--- src/rtl/mbssoc_boot_loader.sv ---
// Boot loader: frames a byte stream into RAM words, holds the cores
// in reset until the image is loaded, optionally checksum-verified.
// Optional checksum stage: define MBSSOC_BOOT_CSUM_EN.
// Ports:
//   clk, rst_n         clock, async active-low reset
//   rx_valid, rx_data  byte source; rx_ready accepts a byte
//   ram_we/addr/wdata  one-cycle RAM write strobe, address, data
//   cpu_hold_n         0 holds the cores in reset
//   boot_done, err     sticky load-accepted / load-rejected flags
module mbssoc_boot_loader #(
  parameter int DATA_W = 32,
  parameter int ADDR_W = 32,
  parameter logic [ADDR_W-1:0] BASE_ADDR = '0,
  parameter logic [ADDR_W-1:0] ADDR_INC = ADDR_W'(1)
) (
  input  logic              clk,
  input  logic              rst_n,
  input  logic              rx_valid,
  input  logic [7:0]        rx_data,
  output logic              rx_ready,
  output logic              ram_we,
  output logic [ADDR_W-1:0] ram_addr,
  output logic [DATA_W-1:0] ram_wdata,
  output logic              cpu_hold_n,
  output logic              boot_done,
  output logic              err
);

  localparam int NB = DATA_W / 8;
  localparam logic [7:0] SYNC = 8'hA5;
  localparam logic [7:0] LAST_B = 8'(NB - 1);

  typedef enum logic [2:0] {
    S_IDLE,
    S_LEN0,
    S_LEN1,
    S_DATA,
    S_WRITE,
    S_CSUM,
    S_DONE,
    S_ERR
  } state_t;

  state_t            state;
  logic [15:0]       cnt;
  logic [7:0]        bcnt;
  logic [DATA_W-1:0] wbuf;
  logic [DATA_W-1:0] nxt_word;
  logic              take;

  assign take = rx_valid && rx_ready;

  // Little-endian assembly: new byte enters at the top, so after
  // NB bytes the first one received sits in the low byte.
  assign nxt_word = DATA_W'({rx_data, wbuf} >> 8);

`ifdef MBSSOC_BOOT_CSUM_EN
  logic [7:0] csum;
`else
  assign err = 1'b0;
`endif

  always_ff @(posedge clk or negedge rst_n) begin
    if (!rst_n) begin
      state      <= S_IDLE;
      cnt        <= '0;
      bcnt       <= '0;
      wbuf       <= '0;
      rx_ready   <= 1'b1;
      ram_we     <= 1'b0;
      ram_addr   <= '0;
      ram_wdata  <= '0;
      cpu_hold_n <= 1'b0;
      boot_done  <= 1'b0;
`ifdef MBSSOC_BOOT_CSUM_EN
      csum       <= '0;
      err        <= 1'b0;
`endif
    end else begin
      ram_we <= 1'b0;
      unique case (state)
        S_IDLE: begin
          if (take && rx_data == SYNC) begin
            state    <= S_LEN0;
            ram_addr <= BASE_ADDR;
`ifdef MBSSOC_BOOT_CSUM_EN
            csum     <= '0;
`endif
          end
        end
        S_LEN0: begin
          if (take) begin
            cnt[7:0] <= rx_data;
            state    <= S_LEN1;
          end
        end
        S_LEN1: begin
          if (take) begin
            cnt[15:8] <= rx_data;
            bcnt      <= '0;
            if ({rx_data, cnt[7:0]} == 16'd0) begin
`ifdef MBSSOC_BOOT_CSUM_EN
              state      <= S_CSUM;
`else
              state      <= S_DONE;
              rx_ready   <= 1'b0;
              boot_done  <= 1'b1;
              cpu_hold_n <= 1'b1;
`endif
            end else begin
              state <= S_DATA;
            end
          end
        end
        S_DATA: begin
          if (take) begin
            wbuf <= nxt_word;
`ifdef MBSSOC_BOOT_CSUM_EN
            csum <= csum ^ rx_data;
`endif
            if (bcnt == LAST_B) begin
              bcnt      <= '0;
              ram_we    <= 1'b1;
              ram_wdata <= nxt_word;
              rx_ready  <= 1'b0;
              state     <= S_WRITE;
            end else begin
              bcnt <= bcnt + 8'd1;
            end
          end
        end
        S_WRITE: begin
          // ram_addr doubles as the address counter; it is bumped
          // only after the strobe cycle has used it.
          ram_addr <= ram_addr + ADDR_INC;
          cnt      <= cnt - 16'd1;
          if (cnt == 16'd1) begin
`ifdef MBSSOC_BOOT_CSUM_EN
            state      <= S_CSUM;
            rx_ready   <= 1'b1;
`else
            state      <= S_DONE;
            boot_done  <= 1'b1;
            cpu_hold_n <= 1'b1;
`endif
          end else begin
            state    <= S_DATA;
            rx_ready <= 1'b1;
          end
        end
`ifdef MBSSOC_BOOT_CSUM_EN
        S_CSUM: begin
          if (take) begin
            rx_ready <= 1'b0;
            if (rx_data == csum) begin
              state      <= S_DONE;
              boot_done  <= 1'b1;
              cpu_hold_n <= 1'b1;
            end else begin
              state <= S_ERR;
              err   <= 1'b1;
            end
          end
        end
`endif
        S_DONE: begin
          state <= S_DONE;
        end
        S_ERR: begin
          state <= S_ERR;
        end
        default: begin
          state <= S_IDLE;
        end
      endcase
    end
  end

endmodule

--- config.mk ---
export PLATFORM = sky130hd
export DESIGN_NAME = mbssoc_boot_loader
export DESIGN_NICKNAME = d
export VERILOG_FILES = /design/src/rtl/mbssoc_boot_loader.sv
export SDC_FILE = /design/constraint.sdc
export NUM_CORES = 1
export LEC_CHECK = 0
export BUFFER_PORTS_ARGS = -buffer_cell sky130_fd_sc_hd__buf_2
export CAP_MARGIN = 40
export CORE_MARGIN = 3
export CORE_UTILIZATION = 40
export CTS_BUF_LIST = sky130_fd_sc_hd__clkbuf_4
export CTS_CLUSTER_SIZE = 40
export DETAILED_ROUTE_END_ITERATION = 8
export GPL_TIMING_DRIVEN = 0
export SLEW_MARGIN = 20
export SYNTH_ARGS = -nofsm -noshare
export SYNTH_HDL_FRONTEND = slang
export SYNTH_SLANG_ARGS = --single-unit
export TNS_END_PERCENT = 20
--- constraint.sdc ---
create_clock -name clk -period 4.6 [get_ports clk]
set_input_delay 1.38 -clock clk [delete_from_list [all_inputs] [get_ports clk]]
set_output_delay 1.38 -clock clk [all_outputs]
set_load 0.03 [all_outputs]
Yosys cells after proc, flatten, opt, wreduce, memory -nomap -nowiden
Index checks and enable logic that the tools add are counted.
- input port bits: 11
- word-level logic and storage cells: 78
- output and inout port bits: 69
- register bits: 126
- muxes and demuxes: 30
- add/sub/neg operators: 3
- equal/unequal tests: 17
- reductions and logical operators: 18
- operator list (cell ; number):
    $pmux 32 s2 ; 1
    $pmux 8 s2 ; 3
    $add 32x1->32 const B ; 1
    $mux 32 ; 1
    $mux 8 ; 4
    $mux 3 ; 7
    $pmux 3 s7 ; 1
    $eq 16x1->1 const B ; 1
    $logic_not 16->1 ; 1
    $ne 2x2->1 const B ; 8
    $sub 16x1->16 const B ; 1
    $mux 1 ; 11
    $eq 3x3->1 const B ; 3
    $add 8x1->8 const B ; 1
    $eq 8x2->1 const B ; 1
    $eq 8x8->1 const B ; 1
    $reduce_and 2->1 ; 4
    $reduce_bool 2->1 ; 4
    $eq 3x2->1 const B ; 2
    $reduce_and 3->1 ; 2
    $reduce_and 6->1 ; 1
    $reduce_and 5->1 ; 1
    $reduce_and 4->1 ; 1
    $eq 3x1->1 const B ; 1
    5 further kinds ; 6

Depth between registers and ports, before layout
- depth after elaboration: 4
- gate-level depth with buffers: 8
- depth with buffers taken out: 7

Worst setup path after synthesis
OpenSTA, ideal clock, no wires.
- path kind: input port to flip-flop
- start point: input rx_data[1]
- end point: register ram_addr[7]
- data arrival time: 2.697 ns
- buffers on the path: 1
- required time: 4.460 ns
- stages on the path: 6
- setup time: 0.140 ns
- slack: 1.763 ns
- path through: or4_1 nor2_1 a41oi_1 clkbuf_1 o21ai_0 o31ai_1
- longest elaborated chain between the ends: 4
- ends and longest elaborated chain (element ; line ; RTL):
    start, declared ; 19 ; input logic [7:0] rx_data,
    $eq 8x8->1 ; 83 ; if (take && rx_data == SYNC) begin
    $logic_and 1x1->1 ; 83 ;
    $ne 2x2->1 (no line) ; - ;
    $reduce_and 2->1 (no line) ; - ;
    end signal, assigned ; 135 ; ram_addr <= ram_addr + ADDR_INC;
    end, declared ; 22 ; output logic [ADDR_W-1:0] ram_addr,
No other way between the ends.
A chain may end at the register's enable or synchronous reset.

Worst setup path after layout
Same ends and word-level chain as after synthesis.

==> summary.txt <==
Yosys
  – Largest cells by area after synthesis: dfrtp_1 (53%), mux2_2 (12%), nand2_1 (3.0%)
  – Ys flop type: dfrtp_1
  – Synth cell count leaders: dfrtp_1 (117), mux2_2 (57), nand2_1 (45)
  – Post-Syn Instances: 506
  – Yosys reg bits: roughly 120
  – Syn Area/Cell: roughly 11 µm²
  – Post-Syn Area: around 0.0056 mm²
  – Post-synth ARST share: 100%
  – Post-Syn Nets: approximately 520
  – Sequential element share of the synthesized area: 53.1%
  – Post-synth EDFFs: 0
  – Count leader, synth: dfrtp_1
  – Top-area cell type share of the netlist area: 52.7%
  – Yosys warns: 0
  – Distinct cells, synth: between 60 and 70
  – Synth area leader: dfrtp_1

STA
  – Final slew viol count: 0
  – Clock period minus worst slack: just under 3 ns
  – Final Hold Fails: 0
  – Final Skew: approximately 0.013 ns
  – Fmax: around 340 MHz
  – RSZ-0062 raised after global routing: no
  – Slew Limit Headroom: between 50% and 60%
  – Final period util: approximately 63%
  – Setup Viol. Count Final: 0
  – Post-Route Setup TNS: 0 ns
  – Tightest Pin Transition: ~0.66 ns

Cells and area
  – Share of cells above drive strength 1: between 30% and 40%
  – Area growth from synthesis to layout: 16.9%
  – Post-Route Utilization: 48.5%
  – Fillers: 1244
  – Nets: 620

Clocking
  – Cts bufs inserted: 17
  – Clock transition at path regs: about 0.10 ns
  – Clock sinks: between 100 and 150
  – Setup repair bufs after CTS: 0
  – # H-tree levels: 4
  – Clk_lat worst skew: 0.53 ns
  – CTS tree: yes
  – Post-CTS Hold Buffers: 0
  – CTS resizes: 0
  – Root Driver: clkbuf_4
  – CTS Buffer Depth: 2

Critical path
  – Critical Path RT: 4.99 ns
  – CP endpoint kind: flop
  – Crit start category: primary input
  – Crit path DAT: 3.29 ns
  – CP max FO: 10
  – Critical setup path kind: primary input to flop

Outcome
  – Status: finished, final reports clean

Pwr
  – Sw frac: just under 40%
  – Sw Pwr: 0.00130 W
  – Pwr/cell area: slightly above 500 mW/mm²
  – Clk network pwr share: 22.7%
  – P_int: 0.00201 W
  – Combinational Power Share: 30.1%
  – Sequential share of power: a little under half
  – Cell leakage power: approximately 3 nW
  – Max VDD drop: roughly 0.2 mV

Placed design
  – GP Congestion: between 0.8 and 0.9
  – DP HPWL: about 9600 µm
  – Port bufs: roughly 80

Die
  – Core area: about 0.013 mm²
  – Initial core utilization: between 40% and 50%
  – Die Ht: between 100 and 150 µm
  – Total die area: 0.0154 mm²
  – Num rows: between 40 and 50
  – IO Count: 80
  – Horiz. Die Dim: between 100 and 150 µm

Global routing
  – First-pass GRT wire length: around 22000 µm
  – Initial antenna violation count: 1
  – Leftover overflow at the end of global routing: 0
  – Largest net degree at the start of global routing: 65
  – Number of global-route vias before repair: 4275
  – Total Routing Usage GR: a little under a fifth

Detailed routing
  – Routed WL: 13600 µm
  – Router iterations before antenna repair: 5
  – DR iter-0 viols: between 300 and 400
  – WL per Instance: about 17 µm
  – Drc violations: 0
  – Via density: roughly 5.6
  – Vias: about 4.4k
  – Antenna Nets Post-Route: 0

Job
  – Max Cap Viol: 0

Hold path
  – Min-Delay Path Class: flop to flop
metal layers:
| layer | track usage (%) | vias up | wire, µm |
|---|---|---|---|
| met3 | 4.00 | 17 | 545 |
| met1 | 25.7 | 2209 | 6190 |
| li1 | - | 2067 | - |
| met5 | 0 | - | 0 |
| met2 | 29.2 | 121 | 6650 |
| met4 | 7.19 | 0 | 220 |
sequential cells by signal (all words and copies together), names as in the netlist:
register   count
bcnt           8
boot_done      1
state          3
ram_we         1
wbuf          24
cnt           16
ram_addr      32
rx_ready       1
ram_wdata     32
placed cells by master (no fill, tap or decap), types with 3 or more instances in the layout:
cell type and count:
a211oi_1 3, a21oi_1 21, a221o_1 4, a31oi_1 6, a41oi_1 3, and3_1 8, buf_2 86, clkbuf_1 10
clkbuf_4 18, clkinv_4 4, clkinvlp_4 3, dfrtp_1 117, ha_1 4, inv_1 11, inv_6 3, mux2_2 57
mux2i_1 8, nand2_1 45, nand3_1 25, nand4_1 14, nand4b_1 3, nor2_1 38, nor3_1 9, nor3b_1 3
nor4_1 5, nor4_4 4, nor4b_1 3, o21ai_0 33, o31ai_1 3, or3_1 7, or4_1 5, xnor2_1 3
xor2_1 6
cell type report:
class	count	area [µm²]	area share [%]
Sequential cell	118	2950	45.4
Multi-Input combinational cell	355	2460	37.8
Timing Repair Buffer	80	429	6.60
Tap cell	176	220	3.39
Clock inverter	14	153	2.35
Clock buffer	18	135	2.08
Buffer	22	109	1.67
Inverter	11	41.3	0.635
Antenna cell	1	2.50	0.0385
cell families after synthesis:
family	count (synthesis)	share of synthesized area (%)
AO/OA/AOI/OAI	95	10.8
adder cells (fa/ha/maj)	4	0.900
flip-flops	118	53.1
buffers and inverters	33	2.70
AND/OR/NAND/NOR	181	18.0
XOR/XNOR	9	1.42
multiplexers	65	13.0
other	1	0.0674
through the flow:
step | instances | power [W] | instance area, µm² | setup slack, ns | hold WS [ns]
5_1_grt | 795 | 0.00354 | 6500 | 1.67 | 0.528
6_report | 795 | 0.00331 | 6500 | 1.70 | 0.488
3_5_place_dp | 762 | 0.00258 | 6210 | 1.23 | 0.474
3_3_place_gp | 760 | 0.00253 | 6170 | 0.687 | 0.468
4_1_cts | 794 | 0.00335 | 6500 | 1.80 | 0.489
2_1_floorplan | 506 | 0.00225 | 5560 | 1.76 | 0.448
power groups by stage:
stage               Combinational [W]  Sequential (W)  Clock (W)
finish                       0.000997         0.00156   0.000754
global route                  0.00110         0.00161   0.000830
CTS                           0.00100         0.00156   0.000781
detailed placement           0.000997         0.00158          0
global placement             0.000968         0.00157          0
floorplan                    0.000588         0.00166          0
path summary, 6_finish.rpt:
path / slack, ns / endpoint / from / cells past startpoint
worst max-delay path: 1.70 / ram_addr[7] / rx_data[1] / 7
worst min-delay path: 0.49 / ram_addr[31] / ram_addr[31] / 1
worst max register to register: 2.27 / cnt[14] / cnt[0] / 7
worst min register to register: 0.49 / ram_addr[31] / ram_addr[31] / 1
max in group asynchronous: 3.02 / rx_ready / rst_n / 2
min in group asynchronous: 0.84 / ram_wdata[7] / rst_n / 1
worst max-delay path, cell delays in order:
cell and delay [ns]:
buf_2 0.16, or4_1 0.60, nor2_1 0.23, a41oi_1 0.25
clkbuf_1 0.31, o21ai_0 0.24, o31ai_1 0.11
Note: power is estimated with default switching activity, not from simulation.
